[src/rtl/wptr_full_prog.sv]
// wptr_full_prog: FIFO write pointer with full, programmable almost-full and fill level; `WPTR_FULL_OVERFLOW_EN adds a sticky overflow flag
module wptr_full_prog #(
    parameter int                ADDRSIZE  = 4,
    parameter logic [ADDRSIZE:0] AFULL_RST = (ADDRSIZE+1)'((1 << ADDRSIZE) - 1)
) (
    input  logic                wclk,
    input  logic                wrst,
    input  logic                winc,
    input  logic [ADDRSIZE:0]   wq2_rptr,
    input  logic                thr_we,
    input  logic [ADDRSIZE:0]   thr_wdata,
`ifdef WPTR_FULL_OVERFLOW_EN
    input  logic                wovf_clr,
    output logic                wovf,
`endif
    output logic [ADDRSIZE-1:0] waddr,
    output logic [ADDRSIZE:0]   wptr,
    output logic                wfull,
    output logic                awfull,
    output logic [ADDRSIZE:0]   wlevel
);
    logic [ADDRSIZE:0] wbin, wbinnext, wgraynext, rbin, lvl_next, thr;
    logic              full_next;
    assign wbinnext  = wbin + (ADDRSIZE+1)'(winc & ~wfull);
    assign wgraynext = (wbinnext >> 1) ^ wbinnext;
    assign waddr     = wbin[ADDRSIZE-1:0];
    // each binary bit is the XOR of all Gray bits at or above it
    for (genvar i = 0; i <= ADDRSIZE; i++) begin : g_rbin
        assign rbin[i] = ^wq2_rptr[ADDRSIZE:i];
    end
    assign lvl_next  = wbinnext - rbin;
    assign full_next = wgraynext == {~wq2_rptr[ADDRSIZE:ADDRSIZE-1], wq2_rptr[ADDRSIZE-2:0]};
    always_ff @(posedge wclk or posedge wrst) begin
        if (wrst) begin
            wbin   <= '0;
            wptr   <= '0;
            wfull  <= 1'b0;
            awfull <= 1'b0;
            wlevel <= '0;
            thr    <= AFULL_RST;
        end else begin
            wbin   <= wbinnext;
            wptr   <= wgraynext;
            wfull  <= full_next;
            awfull <= lvl_next >= thr;
            wlevel <= lvl_next;
            thr    <= thr_we ? thr_wdata : thr;
        end
    end
`ifdef WPTR_FULL_OVERFLOW_EN
    always_ff @(posedge wclk or posedge wrst) begin
        if (wrst) wovf <= 1'b0;
        else      wovf <= (winc & wfull) | (wovf & ~wovf_clr);
    end
`endif
endmodule

[config.mk]
export PLATFORM = sky130hd
export DESIGN_NAME = wptr_full_prog
export DESIGN_NICKNAME = d
export VERILOG_FILES = /design/src/rtl/wptr_full_prog.sv
export SDC_FILE = /design/constraint.sdc
export NUM_CORES = 1
export LEC_CHECK = 0
export BUFFER_PORTS_ARGS = -buffer_cell sky130_fd_sc_hd__buf_4
export CORE_UTILIZATION = 54
export CTS_CLUSTER_DIAMETER = 60
export DETAILED_ROUTE_END_ITERATION = 10
export HOLD_SLACK_MARGIN = 0.1
export PLACE_DENSITY = 0.82
export RECOVER_POWER = 25
export SETUP_SLACK_MARGIN = 0.05
export SLEW_MARGIN = 20
export SYNTH_ARGS = -nofsm -noshare
export SYNTH_HDL_FRONTEND = slang
export SYNTH_SLANG_ARGS = --single-unit
export TNS_END_PERCENT = 1
[constraint.sdc]
create_clock -name wclk -period 4.8 [get_ports wclk]
set_input_delay 0.72 -clock wclk [delete_from_list [all_inputs] [get_ports wclk]]
set_output_delay 0.72 -clock wclk [all_outputs]
set_load 0.02 [all_outputs]
== After elaboration in Yosys (flattened, before gate mapping) ==
Index checks and enable logic that the tools add are counted.

* Bits in registers: 22

* Add/sub/neg operators: 2
* $lt $le $gt $ge: 1
* Eq/ne operators: 1
* Bitwise gates (word level): 4
* Reductions and logical operators: 4

{| class="wikitable"
|+ Operators by type and width
! kind !! number
|-
| 5-bit adder || 1
|-
| 1-bit by 5-bit bitwise AND with 5-bit output || 1
|-
| 5-bit == test || 1
|-
| 5-bit >= comparator || 1
|-
| 1-bit inverter with 5-bit output || 1
|-
| 5-bit parity || 1
|-
| 5-bit subtractor || 1
|-
| 4-bit by 5-bit bitwise XOR with 5-bit output || 1
|-
| 4-bit parity || 1
|-
| 3-bit parity || 1
|-
| 2-bit inverter || 1
|-
| 2-bit parity || 1
|}

== Depth between registers and ports, before layout ==
Gate-level depths: netlist of run 1.

* Depth in word-level cells: 5
* Gate-level depth with buffers: 12
* Depth with buffers taken out: 12

== Worst setup path after synthesis of run 1 ==
No wires, ideal clock.

* Kind: input -> register
* From: input port wq2_rptr[4]
* To: register awfull
* Data arrival time: 3.098 ns
* Required time: 4.682 ns
* Setup slack: 1.584 ns
* Stages: 12
* Path buffers: 0
* Path through: xnor2_1 xor2_1 xor2_1 xnor2_1 ha_1 fa_1 inv_1 ha_1 a21o_1 a21o_1 a21o_1 a21o_1

* Word-level cells in the longest chain between the ends: 3
* Elaborated cells between the ends (all ways): 6
* Those cells by class: 1 x add/sub; 1 x order compare; 4 x reduce/logical

{| class="wikitable"
|+ RTL lines
! what !! line !! text
|-
| start, declared || 9 || <nowiki>input logic [ADDRSIZE:0] wq2_rptr,</nowiki>
|-
| 5-bit parity / 4-bit parity (equally long branches) || 29 || <nowiki>assign rbin[i] = ^wq2_rptr[ADDRSIZE:i];</nowiki>
|-
| 5-bit subtractor * || 31 || <nowiki>assign lvl_next = wbinnext - rbin;</nowiki>
|-
| net lvl_next[1] || 22 || <nowiki>logic [ADDRSIZE:0] wbin, wbinnext, wgraynext, rbin, lvl_next, thr;</nowiki>
|-
| 5-bit >= comparator * || 45 || <nowiki>awfull <= lvl_next >= thr;</nowiki>
|-
| end signal, assigned || 45 ||
|-
| end, declared || 19 || <nowiki>output logic awfull,</nowiki>
|}

The timed path passes the listed nets; every way through them passes the cells marked *.
A chain may end at the register's enable or synchronous reset.

== Worst setup path in the final report of run 1 ==
Ends and elaborated chain as after synthesis.

==> run metrics, run 1 <==
Post-synth ARST share=1.000; cts hold-fix bufs=0; status=complete, no violations; sequential share of power=0.280; DIE WIDTH=47.18 um; Cells after Synth=95; global-route wire length before repair=2987 um; R2R depth=11; EDFF count, synth=0; clock latency on the worst-skew pair=300 ps; post-route antenna net violation count=0; Post-Route Setup TNS=0 ps; Post-Syn Nets=120; area leader, netlist=dfrtp_1; flops & latches, synth=21; Critical Path End Type=flop; Post-DP Area=0.001348 sq mm; peak supply drop=548.7 uV; routability cong.=0.7536; share of cells above drive strength 1=0.3150; number of global-route vias before repair=736; post-DP HPWL=1427 um; Wirelength per Cell=12.01 um; CTS Buf Count=3; CTS tree=built; Tcrit/Tclk final=0.6717; io pins=30; Crit Path Max Fanout=3; GR Util met2=0.3111; switching part of the total power=0.4329; Arrival @ worst endpoint=3430 ps; area grow syn2layout=24.29%; CTS root buf=clkbuf_4; nets=153; max-slew violations=0; Psw=469.7 uW; largest net degree at the start of global routing=22; drt pass-1 iters=2; yosys warns=0; gr busiest metal=met2; Slew Limit Headroom=0.4850; worst hold path type=reg2reg; maximum clock rate=310.2 MHz; violation count after the first detailed-route iteration=4; final hold violations=0; initial core utilization=0.6055; die area=0.002226 sq mm; Worst Hold Depth=2; CTS Sinks=21; Netlist Area Pre-Place=0.001102 sq mm; RSZ-0062 raised after global routing=no; Total Routed Length=1825 um; initial antenna violation count=0; sequential area share after synthesis=0.4813; Netlist cell types=22; Fill cells=136; clock share of power=0.077; Synth area leaders=dfrtp_1 39%, ha_1 11%, dfstp_2 9.5%; Top FF cell, synth=dfrtp_1; Logic pwr share=0.643; setup ws final=1576 ps; n_diodes=0; CP Launch Type=input pin; min cycle time layout=3224 ps; Crit Path Class=in2reg; synthesized area per cell=11.60 sq um; fin util=0.7526; count leader, synth=dfrtp_1; Internal=615.3 uW; power per standard cell area=791.9 mW/mm^2; Resized Gates After CTS=0; Post-CTS Setup Inserts=0; clock tree buffer depth=2; die height=47.18 um; GR Overflow Total=0; via density per instance=4.776; area share of the largest cell type after synthesis=0.3859; core box area=0.001821 sq mm; Max Cap Viol=0; Total GRT Usage=0.2006; cell row count=15; vias=726; M3 GR Usage=0.05385; GR Util met1=0.2537; Leak=0.0007074 uW; # port buffers=29; number of setup violations in the final report=0; Worst-Margin Slew=771.6 ps; H-tree lvl count=1; drt drc=0; Clock Skew=7.521 ps; clock slew seen by the registers of the worst setup and hold paths=120 ps; final instance area=0.001370 sq mm; Worst EP required=5010 ps; dpl ws=1225 ps; Synth top cells by count=17 x dfrtp_1, 15 x inv_1, 10 x ha_1
-- critical path, cell delays in order --
cell	delay, ps
buf_4	120
xnor2_1	220
xor2_1	260
xor2_1	300
xnor2_1	120
ha_1	220
fa_1	480
inv_1	50
ha_1	270
a21o_1	150
a21o_1	170
a21o_1	180
a21o_1	170
-- kinds of logic after synthesis --
kind of cell             Yosys count  share of synthesized area
XOR/XNOR                          21                     0.1873
AND/OR/NAND/NOR                   12                    0.05336
flip-flops                        21                     0.4813
multiplexers                       1                    0.01021
adder cells (fa/ha/maj)           11                     0.1317
buffers and inverters             16                    0.05448
AO/OA/AOI/OAI                     13                    0.08172
-- through the flow --
stage	hold slack, ps	std cells	power, uW
floorplan	465.3	95	799.4
CTS	518.3	152	1095
finish	509.1	152	1085
global route	552.7	152	1187
detailed placement	500.3	148	1005
global placement	491.3	148	977.4
-- power by group through the flow --
| stage | clock [uW] | sequential, uW | combinational (uW) |
|---|---|---|---|
| floorplan | 0 | 389 | 410 |
| global placement | 0 | 305 | 673 |
| detailed placement | 0 | 306 | 699 |
| CTS | 85.2 | 304 | 706 |
| global route | 90.7 | 312 | 783 |
| finish | 84.0 | 304 | 697 |
-- cell type report --
type,count,area [sq um],share of cell area
well taps,25,31.28,0.02283
clock buffers,4,26.28,0.01918
repair buffers,29,214.0,0.1562
inverters,15,56.30,0.04110
flip-flops and latches,21,530.5,0.3872
multi-input cells,58,511.7,0.3735
-- per-layer routing --
| metal | wire length (um) | share of wire |
|---|---|---|
| met5 | 0 | 0 |
| met4 | 20 | 0.011 |
| met3 | 65 | 0.036 |
| met1 | 865 | 0.47 |
| met2 | 874 | 0.48 |
-- cells in the final DEF, fill, tap and decap left out --
master,synthesis,final
buf_4,0,26
dfrtp_1,17,17
inv_1,15,15
ha_1,10,10
xnor2_1,9,9
xor2_1,9,9
a21o_1,6,6
nand2_1,5,5
clkbuf_4,0,5
o21ai_0,4,4
dfstp_2,4,4
xor2_2,2,2
nand3_1,2,2
a21oi_1,2,2
clkbuf_1,1,2
and2b_1,1,1
nand4_1,1,1
nor2_1,1,1
xnor2_2,1,1
or3_1,1,1
a2111oi_2,1,1
nand2b_1,1,1
mux2_2,1,1
fa_1,1,1
-- sequential cells by signal, summed over array words and instances, names as in the netlist --
name and cells:
thr 5, wbin 5, wlevel 5, wptr 4, awfull 1, wfull 1
-- final timing paths --
kind	slack, ps	endpoint	from
max	1580	awfull	wq2_rptr[4]
min	510	thr[1]	thr[1]
max reg2reg	2030	awfull	wfull
min reg2reg	510	thr[1]	thr[1]
max in group asynchronous	3770	wbin[3]	wrst
min in group asynchronous	550	wlevel[2]	wrst
Note: power is estimated with default switching activity, not from simulation.
==> run 2: changes to the inputs <==
--- a/config.mk
+++ b/config.mk
@@ -6,11 +6,11 @@
 export NUM_CORES = 1
 export LEC_CHECK = 0
 export BUFFER_PORTS_ARGS = -buffer_cell sky130_fd_sc_hd__buf_4
-export CORE_UTILIZATION = 54
+export CORE_UTILIZATION = 51
 export CTS_CLUSTER_DIAMETER = 60
 export DETAILED_ROUTE_END_ITERATION = 10
 export HOLD_SLACK_MARGIN = 0.1
-export PLACE_DENSITY = 0.82
+export PLACE_DENSITY = 0.78
 export RECOVER_POWER = 25
 export SETUP_SLACK_MARGIN = 0.05
 export SLEW_MARGIN = 20
==> constraint.sdc (replaced) <==
create_clock -name wclk -period 3.4 [get_ports wclk]
set_input_delay 0.51 -clock wclk [delete_from_list [all_inputs] [get_ports wclk]]
set_output_delay 0.51 -clock wclk [all_outputs]
set_load 0.02 [all_outputs]
==> run 2 against run 1 <==
Total power increased by 43%. Sequential power up 40%. Die area grew 5.6%. Flip-flop and latch count unchanged. Final cell count is 2.0% higher. Clock-buffer cell count down 1. Register-to-register slack got worse by 1400 ps. Critical path type unchanged.
==> run metrics, run 2 (synthesis results as in run 1) <==
# port buffers=29 (unchanged); Crit Path Class=in2reg (unchanged); Total Routed Length=1857 um (was 1825 um); power per standard cell area=1119 mW/mm^2 (was 791.9 mW/mm^2); Crit path max-delay family=adder cells (unchanged); Critical Path End Type=flop (unchanged); worst hold path type=in2async (was reg2reg); Max Cap Viol=0 (unchanged); final hold violations=0 (unchanged); die height=48.49 um (was 47.18 um); GR Util met2=0.3099 (was 0.3111); Post-CTS Setup Inserts=0 (unchanged); cell row count=16 (was 15); max-slew violations=0 (unchanged); Worst EP required=3610 ps (was 5010 ps); nets=154 (was 153); H-tree lvl count=1 (unchanged); vias=733 (was 726); initial core utilization=0.5506 (was 0.6055); Worst-Margin Slew=791.5 ps (was 771.6 ps); crit path cell chain=buf_4 > xnor2_1 > xor2_1 > xor2_1 > xnor2_1 > ha_1 > fa_1 > inv_1 > ha_1 > a21o_1 > a21o_1 > a21o_1 > a21o_1 (unchanged); CTS Buf Count=3 (unchanged); Wirelength per Cell=11.98 um (was 12.01 um); status=complete, no violations (unchanged); Critical Path Max Stage Delay=480 ps (about the same); post-route antenna net violation count=0 (unchanged); share of cells above drive strength 1=0.3281 (was 0.3150); clock tree buffer depth=2 (unchanged); io pins=30 (unchanged); Post-DP Area=0.001358 sq mm (was 0.001348 sq mm); Worst Path Buf+Inv=2 (unchanged); largest net degree at the start of global routing=22 (unchanged); dpl ws=33.15 ps (was 1225 ps); number of global-route vias before repair=802 (was 736); global-route wire length before repair=3222 um (was 2987 um); routability cong.=0.7605 (was 0.7536); Largest regs=thr x5, wbin x5, wlevel x5 (unchanged); Resized Gates After CTS=0 (unchanged); post-DP HPWL=1461 um (was 1427 um); Total GRT Usage=0.1806 (was 0.2006); GR Overflow Total=0 (unchanged); CTS Sinks=21 (unchanged); via density per instance=4.729 (was 4.776); Crit Path Max Fanout=3 (unchanged); setup ws final=370.9 ps (was 1576 ps); CTS tree=built (unchanged); Fill cells=154 (was 136); final instance area=0.001385 sq mm (was 0.001370 sq mm); Leak=0.0007183 uW (was 0.0007074 uW); Tcrit/Tclk final=0.8909; Clock Skew=6.346 ps (was 7.521 ps); Arrival @ worst endpoint=3240 ps (was 3430 ps); CP Launch Type=input pin (unchanged); Slew Limit Headroom=0.4718 (was 0.4850); cts hold-fix bufs=0 (unchanged); GR Util met1=0.2195 (was 0.2537); violation count after the first detailed-route iteration=8 (was 4); peak supply drop=631.2 uV (was 548.7 uV); number of setup violations in the final report=0 (unchanged); Post-Route Setup TNS=0 ps (unchanged); min cycle time layout=3029 ps; RSZ-0062 raised after global routing=no (unchanged); M3 GR Usage=0.03145 (was 0.05385); area grow syn2layout=25.65% (was 24.29%); core box area=0.002002 sq mm (was 0.001821 sq mm); clock slew seen by the registers of the worst setup and hold paths=120 ps (about the same); clock latency on the worst-skew pair=300 ps (about the same); Slowest-stage cell, CP=fa_1 (unchanged); gr busiest metal=met2 (unchanged); CTS root buf=clkbuf_4 (unchanged); drt drc=0 (unchanged); n_diodes=0 (unchanged); Most common cell on crit path=a21o_1 (unchanged); maximum clock rate=330.1 MHz; initial antenna violation count=0 (unchanged); DIE WIDTH=48.49 um (was 47.18 um); leading cell type in the layout, fill and taps excluded=buf_4 (unchanged); die area=0.002351 sq mm (was 0.002226 sq mm); drt pass-1 iters=4 (was 2); most frequent cells in the layout=29 x buf_4, 17 x dfrtp_1, 15 x inv_1 (was 26 x buf_4, 17 x dfrtp_1, 15 x inv_1)
[run 2: changes by cell type in the layout (fill, tap and decap cells not counted), sizes merged]
| cell | change |
|---|---|
| clkinv | +1 |
| buf | +3 |
| clkbuf | -3 |
[run 2: cell type report]
class | count | area (sq um) | share of cell area
Multi-Input combinational cell | 58 | 511.7 | 0.3695
Clock buffer | 3 | 22.52 | 0.01626
Inverter | 15 | 56.30 | 0.04065
Timing Repair Buffer | 30 | 225.2 | 0.1626
Sequential cell | 21 | 530.5 | 0.3830
Tap cell | 27 | 33.78 | 0.02439
Clock inverter | 1 | 5.005 | 0.003613
[run 2: stage by stage]
step                      utilization  total power (uW)  hold WS, ps  instances
after detailed placement       0.6781              1436        503.1        151
after global placement         0.6781              1398        491.3        151
after floorplan                     -              1129        465.3         95
final                          0.6919              1550        349.8        155
after global routing           0.6919              1681        400.4        155
after CTS                      0.6919              1560        367.4        155
[run 2: worst register-to-register path, stage by stage, from the launching register on]
cell and delay (ps):
dfrtp_1 390, and2b_1 270, xor2_1 200, inv_1 70, ha_1 230, fa_1 490
inv_1 60, ha_1 290, a21o_1 170, a21o_1 170, a21o_1 160, a21o_1 160
[run 2: final timing paths]
check / start / to / slack, ps / depth (start not counted)
worst max-delay path: wq2_rptr[4] / awfull / 370 / 13
worst min register to register: thr[2] / thr[2] / 510 / 2
worst min-delay path: wrst / wlevel[0] / 350 / 2
worst max register to register: wfull / awfull / 650 / 11
min in group wclk: thr_we / thr[2] / 410 / 2
max in group asynchronous: wrst / wbin[3] / 2560 / 2
[run 2: where the power goes]
part           switching [uW]  internal [uW]  total, uW  leakage [uW]
sequential               60.8            366        427      0.000243
clock                    75.9           43.7        120     0.0000177
combinational             533            471       1000      0.000457
[run 2: per-layer routing]
metal / wire [um] / part of all wire / vias up
met2: 901 / 0.49 / 21
li1: - / - / 365
met5: 0 / 0 / -
met4: 38 / 0.020 / 0
met3: 65 / 0.035 / 4
met1: 852 / 0.46 / 343
==> run 3: changes to the inputs <==
--- a/config.mk
+++ b/config.mk
@@ -10,7 +10,7 @@
 export CTS_CLUSTER_DIAMETER = 60
 export DETAILED_ROUTE_END_ITERATION = 10
 export HOLD_SLACK_MARGIN = 0.1
-export PLACE_DENSITY = 0.78
+export PLACE_DENSITY = 0.8
 export RECOVER_POWER = 25
 export SETUP_SLACK_MARGIN = 0.05
 export SLEW_MARGIN = 20
==> run 3 against run 2 <==
Non-clock buffer count unchanged. Hold slack worse by 15 ps. Global-route usage up 0.19 points. Combinational power about the same. Setup slack better by 110 ps. Critical path depth unchanged. Wire length down 4.3%. Clock-buffer cell count up 1. Clock power about the same. Sequential power about the same. Fmax up 3.9%. Largest cell class unchanged.
==> run metrics, run 3 (synthesis results as in run 1) <==
share of cells above drive strength 1=0.3281 (unchanged); Worst-Margin Slew=766.8 ps (was 791.5 ps); area of the multi-input gates=511.7 sq um (unchanged); largest net degree at the start of global routing=22 (unchanged); Leak=0.0007161 uW (was 0.0007183 uW); CP Launch Type=input pin (unchanged); most frequent cells in the layout=29 x buf_4, 17 x dfrtp_1, 15 x inv_1 (unchanged); switching part of the total power=0.4298 (was 0.4318); maximum clock rate=343.0 MHz (was 330.1 MHz); core box area=0.002002 sq mm (unchanged); CTS Buf Count=3 (unchanged); violation count after the first detailed-route iteration=4 (was 8); Critical Path Max Stage Delay=490 ps (was 480 ps); initial antenna violation count=0 (unchanged); Resized Gates After CTS=0 (unchanged); number of setup violations in the final report=0 (unchanged); clock slew seen by the registers of the worst setup and hold paths=110 ps (was 120 ps); Total Routed Length=1778 um (was 1857 um); Arrival @ worst endpoint=3120 ps (was 3240 ps); post-DP HPWL=1428 um (was 1461 um); drt pass-1 iters=4 (unchanged); max-slew violations=0 (unchanged); Max Cap Viol=0 (unchanged); die area=0.002351 sq mm (unchanged); worst hold path type=in2async (unchanged); final hold violations=0 (unchanged); Fill cells=157 (was 154); Slew Limit Headroom=0.4882 (was 0.4718); # port buffers=29 (unchanged); Crit Path Max Fanout=3 (unchanged); setup ws final=484.4 ps (was 370.9 ps); CTS tree=built (unchanged); Tcrit/Tclk final=0.8575 (was 0.8909); gr busiest metal=met2 (unchanged); area grow syn2layout=25.54% (was 25.65%); power per standard cell area=1115 mW/mm^2 (was 1119 mW/mm^2); Internal=879.5 uW (was 880.9 uW); Largest regs=thr x5, wbin x5, wlevel x5 (unchanged); Critical Path End Type=flop (unchanged); Slowest-stage cell, CP=fa_1 (unchanged); die height=48.49 um (unchanged); cell row count=16 (unchanged); H-tree lvl count=1 (unchanged); crit path cell chain=buf_4 > xnor2_1 > xor2_1 > xor2_1 > xnor2_1 > ha_1 > fa_1 > inv_1 > ha_1 > a21o_1 > a21o_1 > a21o_1 > a21o_1 (unchanged); Wirelength per Cell=11.47 um (was 11.98 um); cts hold-fix bufs=0 (unchanged); Clock Skew=1.810 ps (was 6.346 ps); n_diodes=0 (unchanged); min cycle time layout=2916 ps (was 3029 ps); M3 GR Usage=0.04088 (was 0.03145); GR Overflow Total=0 (unchanged); fin util=0.6913 (was 0.6919); CTS Sinks=21 (unchanged); clock tree buffer depth=2 (unchanged); routability cong.=0.7617 (was 0.7605); Crit Path Class=in2reg (unchanged); DIE WIDTH=48.49 um (unchanged); R2R depth=11 (unchanged); post-route antenna net violation count=0 (unchanged); status=complete, no violations (unchanged); RSZ-0062 raised after global routing=no (unchanged); io pins=30 (unchanged); Most common cell on crit path=a21o_1 (unchanged); global-route wire length before repair=3174 um (was 3222 um); clock share of power=0.079 (was 0.077); via density per instance=4.703 (was 4.729); number of global-route vias before repair=755 (was 802); Worst EP required=3610 ps (about the same); sequential share of power=0.277 (was 0.275); vias=729 (was 733); GR Util met2=0.2958 (was 0.3099); nets=154 (unchanged); Psw=663.0 uW (was 669.3 uW); Post-Route Setup TNS=0 ps (unchanged); GR Util met1=0.2252 (was 0.2195); peak supply drop=629.0 uV (was 631.2 uV); Reg area=530.5 sq um (unchanged); leading cell type in the layout, fill and taps excluded=buf_4 (unchanged); reg-to-reg slack, setup=720 ps (was 650 ps); drt drc=0 (unchanged); dpl ws=128.9 ps (was 33.15 ps); Post-CTS Setup Inserts=0 (unchanged); CTS root buf=clkbuf_4 (unchanged); Logic pwr share=0.645 (was 0.647); Total GRT Usage=0.1825 (was 0.1806); clock latency on the worst-skew pair=300 ps (about the same); initial core utilization=0.5506 (unchanged)
-- run 3: layer usage --
layer / share of wire / wire length, um
met5: 0 / 0
met2: 0.50 / 890
met4: 0.020 / 35
met1: 0.44 / 788
met3: 0.035 / 63
-- run 3: per-stage QoR --
| step | cells | hold WS [ps] | instance area (sq um) | power, uW |
|---|---|---|---|---|
| 2_1_floorplan | 95 | 465.3 | 1102 | 1129 |
| 3_3_place_gp | 151 | 490.3 | 1358 | 1397 |
| 3_5_place_dp | 151 | 494.2 | 1358 | 1429 |
| 4_1_cts | 155 | 356.2 | 1384 | 1555 |
| 5_1_grt | 155 | 377.6 | 1384 | 1679 |
| 6_report | 155 | 335.0 | 1384 | 1543 |
-- run 3: critical path, delay by kind of cell --
kind / cells / cell delay (ps)
adders and majority gates: 3 / 960
AOI/OAI and AO/OA: 4 / 640
buffers and inverters: 2 / 170
xor gates and xnor gates: 4 / 840
-- run 3: final cells by class --
| type | instances | area share |
|---|---|---|
| Multi-Input combinational cell | 58 | 0.3698 |
| Tap cell | 27 | 0.02441 |
| Clock buffer | 4 | 0.01899 |
| Inverter | 15 | 0.04069 |
| Sequential cell | 21 | 0.3834 |
| Timing Repair Buffer | 30 | 0.1627 |
-- run 3: power groups by stage --
stage	logic, uW	clock network, uW	registers [uW]
final	995	121	427
after global placement	966	0	430
after detailed placement	996	0	433
after floorplan	579	0	549
after CTS	1000	123	427
after global routing	1110	135	439
-- run 3: path summary, 6_finish.rpt --
check                       startpoint         to
setup / recovery           wq2_rptr[4]     awfull
hold / removal                    wrst    wbin[1]
setup reg to reg                 wfull     awfull
hold reg to reg                 thr[1]     thr[1]
max in group asynchronous         wrst  wlevel[3]
min in group wclk               thr_we     thr[2]
